==> src/rtl/pc_pkg.sv <==
// Shared definitions for the fetch/PC unit: next-PC select codes and fetch state encoding.
// Latency: n/a (declarations only).
// Backpressure: n/a.
package pc_pkg;

   // Next-PC select codes produced by the PC-control logic
   localparam logic [1:0] PC_HOLD   = 2'b00;
   localparam logic [1:0] PC_BRANCH = 2'b01;
   localparam logic [1:0] PC_JUMP   = 2'b10;
   localparam logic [1:0] PC_NEXT   = 2'b11;

   // Fetch sequencer states
   typedef enum logic [1:0] {
      ST_FETCH   = 2'd0,
      ST_HOLD    = 2'd1,
      ST_RESOLVE = 2'd2,
      ST_HALT    = 2'd3
   } fetch_state_t;

endpackage

==> src/rtl/pc_next_mux.sv <==
// Combinational next-PC select from the current PC, the two targets and pc_src.
// Latency: 0 cycles (pure combinational).
// Backpressure: none; the caller decides when next_pc is used.
//
// Ports:
//   pc, branch_target, jump_target : candidate addresses
//   pc_src                         : select code (pc_pkg PC_* values)
//   next_pc                        : selected address
//   pc_inc                         : pc+1, wrapping; also used for resume and link
module pc_next_mux
   import pc_pkg::*;
#(
   parameter int PC_W = 32
) (
   input  logic [PC_W-1:0] pc,
   input  logic [PC_W-1:0] branch_target,
   input  logic [PC_W-1:0] jump_target,
   input  logic [1:0]      pc_src,
   output logic [PC_W-1:0] next_pc,
   output logic [PC_W-1:0] pc_inc
);

   localparam logic [PC_W-1:0] PC_ONE = {{(PC_W-1){1'b0}}, 1'b1};

   // Word-addressed: sequential step is +1; the carry out is dropped so all-ones wraps to 0
   assign pc_inc = pc + PC_ONE;

   always_comb begin
      next_pc = pc;
      case (pc_src)
         PC_HOLD:   next_pc = pc;
         PC_BRANCH: next_pc = branch_target;
         PC_JUMP:   next_pc = jump_target;
         PC_NEXT:   next_pc = pc_inc;
         default:   next_pc = pc;
      endcase
   end

endmodule

==> src/rtl/fetch_pc_unit.sv <==
// PC register and fetch sequencer: FETCH -> HOLD -> RESOLVE -> (FETCH | HALT).
// Latency: ack in N gives instr_valid in N+1; pc_src_valid in M gives imem_req with new address in M+1.
// Backpressure: holds the instruction until instr_ready; holds the request until imem_ack.
//
// Optional feature macro: PC_LINK_EN (adds is_jal input and link_addr/link_we outputs).
//
// Ports:
//   clk, rst_n                      : clock, synchronous active-low reset
//   pc_src, pc_src_valid            : next-PC decision strobe, honoured only in RESOLVE
//   branch_target, jump_target      : targets, sampled with pc_src_valid
//   resume                          : leave HALT (pc advances by one)
//   imem_req/imem_addr/imem_ack/imem_rdata : instruction memory handshake
//   instr_valid/instr_ready/instr/pc_out   : held instruction to decode
//   halted                          : unit is in HALT
//   is_jal, link_addr, link_we      : (PC_LINK_EN) return-address write for jump-and-link
module fetch_pc_unit
   import pc_pkg::*;
#(
   parameter int              PC_W     = 32,
   parameter logic [PC_W-1:0] RESET_PC = '0,
   parameter int              INSTR_W  = 32
) (
   input  logic               clk,
   input  logic               rst_n,
`ifdef PC_LINK_EN
   input  logic               is_jal,
   output logic [PC_W-1:0]    link_addr,
   output logic               link_we,
`endif
   input  logic [1:0]         pc_src,
   input  logic               pc_src_valid,
   input  logic [PC_W-1:0]    branch_target,
   input  logic [PC_W-1:0]    jump_target,
   input  logic               resume,
   output logic               imem_req,
   output logic [PC_W-1:0]    imem_addr,
   input  logic               imem_ack,
   input  logic [INSTR_W-1:0] imem_rdata,
   output logic               instr_valid,
   input  logic               instr_ready,
   output logic [INSTR_W-1:0] instr,
   output logic [PC_W-1:0]    pc_out,
   output logic               halted
);

   fetch_state_t    state;
   logic [PC_W-1:0] pc;
   logic [PC_W-1:0] next_pc;
   logic [PC_W-1:0] pc_inc;

   // Fetch address comes straight from the PC register
   assign imem_addr = pc;

   pc_next_mux #(
      .PC_W (PC_W)
   ) u_next_mux (
      .pc            (pc),
      .branch_target (branch_target),
      .jump_target   (jump_target),
      .pc_src        (pc_src),
      .next_pc       (next_pc),
      .pc_inc        (pc_inc)
   );

   always_ff @(posedge clk) begin
      if (!rst_n) begin
         state       <= ST_FETCH;
         pc          <= RESET_PC;
         instr       <= '0;
         pc_out      <= '0;
         instr_valid <= 1'b0;
         imem_req    <= 1'b0;
         halted      <= 1'b0;
`ifdef PC_LINK_EN
         link_addr   <= '0;
         link_we     <= 1'b0;
`else
         // no link register in this build
`endif
      end else begin
`ifdef PC_LINK_EN
         // single-cycle pulse unless re-armed below
         link_we <= 1'b0;
`endif
         case (state)
            ST_FETCH: begin
               // Entering FETCH straight out of reset the request is still low;
               // raise it first, and only accept an ack against a live request.
               if (!imem_req) begin
                  imem_req <= 1'b1;
               end else if (imem_ack) begin
                  instr       <= imem_rdata;
                  pc_out      <= pc;
                  instr_valid <= 1'b1;
                  imem_req    <= 1'b0;
                  state       <= ST_HOLD;
               end
            end

            ST_HOLD: begin
               if (instr_ready) begin
                  instr_valid <= 1'b0;
                  state       <= ST_RESOLVE;
               end
            end

            ST_RESOLVE: begin
               if (pc_src_valid) begin
                  pc <= next_pc;
                  if (pc_src == PC_HOLD) begin
                     halted <= 1'b1;
                     state  <= ST_HALT;
                  end else begin
                     // request goes out with the new address the very next cycle
                     imem_req <= 1'b1;
                     state    <= ST_FETCH;
                  end
`ifdef PC_LINK_EN
                  if (pc_src == PC_JUMP && is_jal) begin
                     link_addr <= pc_inc;
                     link_we   <= 1'b1;
                  end
`endif
               end
            end

            ST_HALT: begin
               if (resume) begin
                  pc       <= pc_inc;
                  halted   <= 1'b0;
                  imem_req <= 1'b1;
                  state    <= ST_FETCH;
               end
            end

            default: begin
               state <= ST_FETCH;
            end
         endcase
      end
   end

endmodule

==> config.mk <==
export PLATFORM = sky130hd
export DESIGN_NAME = fetch_pc_unit
export DESIGN_NICKNAME = d
export VERILOG_FILES = /design/src/rtl/pc_pkg.sv /design/src/rtl/pc_next_mux.sv /design/src/rtl/fetch_pc_unit.sv
export SDC_FILE = /design/constraint.sdc
export NUM_CORES = 1
export LEC_CHECK = 0
export CORE_ASPECT_RATIO = 2
export CORE_UTILIZATION = 44
export CTS_CLUSTER_DIAMETER = 50
export DETAILED_ROUTE_END_ITERATION = 10
export PLACE_DENSITY = 0.79
export SLEW_MARGIN = 10
export SYNTH_ARGS = -nofsm -noshare
export SYNTH_HDL_FRONTEND = slang
export SYNTH_SLANG_ARGS = --single-unit
==> constraint.sdc <==
create_clock -name clk -period 2.25 [get_ports clk]
set_input_delay 0.3375 -clock clk [delete_from_list [all_inputs] [get_ports clk]]
set_output_delay 0.3375 -clock clk [all_outputs]
set_load 0.03 [all_outputs]
---- Word-level counts from Yosys, hierarchy flattened ----
Cells that the tools add are included.
W data, S select, Z words.
word-level totals
  bits of input ports ..................... 104
  bits in latches ......................... 0
  output and inout port bits .............. 99
  memories ................................ 0
  RAM bits ................................ 0
  ROM bits ................................ 0
  word-level logic and storage cells ...... 57
  register bits ........................... 101
operators by class
  reduce and logical (&&, ||, !) cells .... 11
  divide/modulo/power cells ............... 0
  mux-type cells .......................... 25
  bitwise operators ....................... 0
  eq/ne operators ......................... 13
  order comparisons ....................... 0
  multiply operators ...................... 0
  add/sub/neg operators ................... 1
  shifts and indexed selects .............. 0
operator list
  kind                     number
  $pmux W32 S3             1
  $mux W32                 2
  $pmux W32 S2             1
  $add A32 B1 Y32 const B  1
  $reduce_and A4 Y1        4
  $ne A2 B2 Y1 const B     7
  $mux W2                  6
  $mux W1                  11
  $eq A2 B2 Y1 const B     4
  $pmux W2 S4              1
  $reduce_and A5 Y1        1
  $eq A2 B1 Y1 const B     2
  $logic_not A2 Y1         2
  $pmux W1 S2              2
  $reduce_bool A2 Y1       2
  $pmux W1 S3              1
  $reduce_and A3 Y1        1
  $reduce_bool A3 Y1       1

---- Depth between registers and ports, before layout ----
Gate-level depths: netlist of the first run.
  word-level depth ........................ 4
  gate-level depth with buffers ........... 7
  depth with buffers taken out ............ 6

---- Cells and area by module ----
From an unflattened synthesis of the first run, not the netlist that was laid out.
second synthesis, totals
  cell total of the unflattened synthesis .. 700
  area total of the unflattened synthesis .. 5641.7 um^2
by module, submodules not included
  module         area an instance (um^2)  instances  cells each  sequential area each (um^2)
  fetch_pc_unit  3796.1                   1          418         2021.9
  pc_next_mux    1845.5                   1          282         0.0

---- Least setup slack after synthesis of the first run ----
Ideal clock, no wire load.
  path kind ............................... register to register
  start ................................... register pc[0] (netlist: imem_addr[0])
  end ..................................... register pc[24] (netlist: imem_addr[24])
  period minus slack after synthesis ...... 1.996 ns
  arrival ................................. 1.869 ns
  cell stages (with the launch flop) ...... 7
  library setup time ...................... 0.126 ns
  setup slack ............................. 0.254 ns
  path buffers ............................ 0
  data required time ...................... 2.124 ns
  path through ............................ dfxtp_1 -> ha_1 -> and4_1 -> nand2_1 -> nor4b_4 -> mux2i_1 -> o221ai_2
between the ends
  cells in the longest elaborated chain, start to end .. 4
  elaborated cells between the ends (all ways) .. 5
  those cells by class .................... add/sub (1); mux (4)
ends and longest elaborated chain
  element                 line                  source
  start, declared         fetch_pc_unit.sv:47   logic [PC_W-1:0] pc;
  start signal, assigned  fetch_pc_unit.sv:109  pc <= next_pc;
  start signal, assigned  fetch_pc_unit.sv:129  pc <= pc_inc;
  $add A32 B1 Y32 (*)     pc_next_mux.sv:26     assign pc_inc = pc + PC_ONE;
  $pmux W32 S3            pc_next_mux.sv:30     case (pc_src)
  $mux W32                fetch_pc_unit.sv:108  if (pc_src_valid) begin
  $pmux W32 S2 (*)        fetch_pc_unit.sv:85   case (state)
Mark *: on every way between the ends. The rest lies on a longest branch, timed or not. The select of a mux whose other input is x is not followed.
A chain may end at the register's enable or synchronous reset.

---- Final worst setup path of the first run ----
  start ................................... register pc[2] (netlist: imem_addr[2])
  end ..................................... output port imem_addr[2]
RTL lines
  element        line                 source
  end, declared  fetch_pc_unit.sv:36  output logic [PC_W-1:0] imem_addr,
No word-level cell between the ends.

==> qor.yml, run 1 <==
timing:
  max_freq_mhz: 502
  whs_ns: 0.453
  slew_violations: 0
  setup_tns_ns: 0
  fin_worst_skew_ns: 0.00951
  finalHoldViolCount: 0
  rsz0062_at_grt: "no"
  post-route-min-period_ns: 1.99
  period_share: 0.886
  worst_pin_slew_ns: 0.554
  max_slew_margin: 0.630
  setup_violations: 0
critical_path:
  required_ns: 1.91
  regToRegEndpoint: "imem_addr[24]"
  r2r_start: "imem_addr[0]"
  cp_max_fo: 8
  start_kind: "flip-flop"
  worst-path-stages: 2
  r2r_setup_slack_ns: 0.26
  cp_slowest_cell: "clkdlybuf4s50_1"
  end_kind: "primary output"
  crit_path_max_incr_delay_ns: 0.67
  critPathKind: "flip-flop to primary output"
  path_cells: "buf_4 -> clkdlybuf4s50_1"
  ff2ff_path_depth: 6
  crit_buf_inv: 2
  crit_arrival_ns: 1.66
  worst_path_dominant_cell_family: "buffers and inverters"
floorplanning:
  pin_count: 203
  die_h_um: 153
  initial_core_util: 0.450
  die_x_um: 77.7
  fp.coreArea_mm2: 0.0112
  fp.dieArea_mm2: 0.0119
  num_rows: 55
routing:
  avgRoutedWirePerCell_um: 16.9
  wl_um: 17500
  ant_nets: 0
  dr.pass1.iters: 5
  vias_per_cell: 5.63
  drc: 0
  vias: 5820
  drtIter0Drc: 500
placed_design:
  dp_hpwl_um: 13200
  io_buffers: 202
  routabilityCongestion: 0.938
run:
  max_cap_violations: 0
logic_synthesis:
  synth_flop_cell: "dfxtp_1"
  postSynthCellCount: 686
  synth_edf_count: 0
  async_flop_share: 0
  syn_area_per_cell_um2: 7.36
  netlist_area_mm2: 0.00505
  yosys.cell_types.count: 54
  ys_seq_elements: 101
  syn-num-nets: 791
  synth_warnings: 0
  seq_area_frac_synth: 0.401
cts:
  cts-root-buf: "clkbuf_16"
  cts_buffers: 9
  post_cts_buffers: 0
  tritoncts: "done"
  cts_max_path_buffers: 2
  holdBufCountCts: 0
  clk_latency_ns: 0.35
  cts_num_sinks: 101
  post_cts_resized: 0
  clk_pin_slew_ns: 0.08
  htreeDepth: 3
cells_and_area:
  multiInputGateArea_mm2: 0.00275
  regArea_mm2: 0.00202
  antenna_cells: 0
  syn_to_final_growth_pct: 52.1
  drive_gt1_frac: 0.0863
  nNetsFinal: 992
  fillers: 931
global_routing:
  grt_pass1_vias: 5538
  gr-total-overflow: 0
  gr-max-usage-layer: "met2"
  grt_use_met1: 0.320
  grt_max_degree: 62
  grt_antenna_before_repair: 0
  grt_pass1_wl_um: 27700
  met2_usage: 0.540
  use_met3: 0.0376
  track_usage: 0.295
min_path:
  min_from: "instr[28]"
  whs_path_depth: 2
  hold_path_class: "flip-flop to flip-flop"
  hold_path_end: "instr[28]"
power_and_ir_drop:
  p_per_area_mw_per_mm2: 556
  peakVddDrop_uv: 480
  power.leakage_nw: 2.65
  total_power_mw: 4.27
run_status:
  run_status: "completed"
==> cell type report <==
class / instances / share of cell area
Multi-Input combinational cell: 517 / 0.358
Timing Repair Buffer: 244 / 0.311
Sequential cell: 101 / 0.263
Clock buffer: 9 / 0.0293
Tap cell: 142 / 0.0231
Clock inverter: 7 / 0.00831
Inverter: 14 / 0.00685
==> through the flow <==
stage / std cells / utilization / cell area [um^2] / setup WS [ns]
floorplan: 686 / - / 5050 / 0.254
detailed placement: 1018 / 0.659 / 7390 / 0.0289
CTS: 1034 / 0.684 / 7680 / 0.249
global route: 1034 / 0.684 / 7680 / 0.152
finish: 1034 / 0.684 / 7680 / 0.256
global placement: 1018 / 0.659 / 7390 / 0.112
==> where the power goes <==
part / internal, mW / switching (mW)
registers: 1.84 / 0.0532
logic: 0.394 / 0.447
clock network: 0.778 / 0.750
==> cell usage after synthesis, types with 2 or more instances <==
library cell  instances  share of area
nand2_1             173           0.13
a21oi_1             120           0.12
dfxtp_1             101           0.40
clkbuf_1             39          0.029
o21ai_0              36          0.036
nor2_1               30          0.022
nor2b_1              26          0.032
nor3_1               15          0.015
nand4_1              14          0.017
a31oi_1              13          0.016
inv_1                13         0.0097
buf_2                11          0.011
nand3_1              10         0.0099
o22ai_1               6         0.0074
o32ai_1               6          0.010
a41oi_1               5         0.0087
nor4_1                5         0.0062
o211ai_1              5         0.0074
and3_1                4         0.0050
and4_1                4         0.0069
a211oi_1              3         0.0045
mux2i_1               3         0.0059
o221ai_1              3         0.0052
a32o_1                2         0.0040
and2_1                2         0.0025
buf_6                 2         0.0045
nand3b_1              2         0.0030
nand4_4               2         0.0084
nor3_2                2         0.0040
nor4_4                2         0.0084
o31a_1                2         0.0035
o32a_1                2         0.0040
or3_1                 2         0.0025
==> layer usage <==
metal  part of all wire  wire length (um)
met5                  0                 0
met4              0.042               725
met3              0.053               928
met2               0.54              9360
met1               0.37              6450
==> logic make-up (layout without fill, tap and decap cells) <==
kind of cell | Yosys count | count (layout) | synth area share
muxes | 4 | 4 | 0.00818
adders and majority gates | 1 | 1 | 0.00248
DFF | 101 | 101 | 0.401
AOI/OAI and AO/OA | 211 | 211 | 0.242
and+or+nand+nor | 301 | 301 | 0.290
buffers and inverters | 68 | 274 | 0.0570
==> registers in the layout (all words and copies together) (netlist names) <==
register	cells
halted	1
instr	32
imem_req	1
instr_valid	1
imem_addr	32
state	2
pc_out	32
==> worst max-delay path by stage <==
stage	from	endpoint	slack, ns
2_1_floorplan	imem_addr[0]	imem_addr[24]	0.25
3_3_place_gp	pc_src_valid	imem_addr[30]	0.11
3_5_place_dp	pc_src_valid	imem_addr[30]	0.03
4_1_cts	imem_addr[8]	imem_addr[8]	0.25
5_1_grt	imem_addr[1]	imem_addr[16]	0.15
6_report	imem_addr[2]	imem_addr[2]	0.26
==> worst reg2reg max path: cells and delay by family (launching register included) <==
family	cells	cell delay [ns]
AO/OA/AOI/OAI	1	0.11
adder cells (fa/ha/maj)	1	0.29
multiplexers	1	0.25
flip-flops	1	0.34
AND/OR/NAND/NOR	3	0.89
==> cells in the final DEF, fill, tap and decap left out, types with 14 or more instances in the layout <==
cell / n
a21oi_1: 120
buf_4: 38
clkdlybuf4s50_1: 202
dfxtp_1: 101
nand2_1: 173
nand4_1: 14
nor2_1: 30
nor2b_1: 25
nor3_1: 15
o21ai_0: 36
No activity file was read; power rests on OpenSTA's default activity.
==> inputs of run 2 (changes only) <==
--- a/config.mk
+++ b/config.mk
@@ -7,7 +7,7 @@
 export LEC_CHECK = 0
 export CORE_ASPECT_RATIO = 2
 export CORE_UTILIZATION = 44
-export CTS_CLUSTER_DIAMETER = 50
+export CTS_CLUSTER_DIAMETER = 150
 export DETAILED_ROUTE_END_ITERATION = 10
 export PLACE_DENSITY = 0.79
 export SLEW_MARGIN = 10
==> results of run 2 <==
Final layout, timing and power as in run 1 (identical DEF).
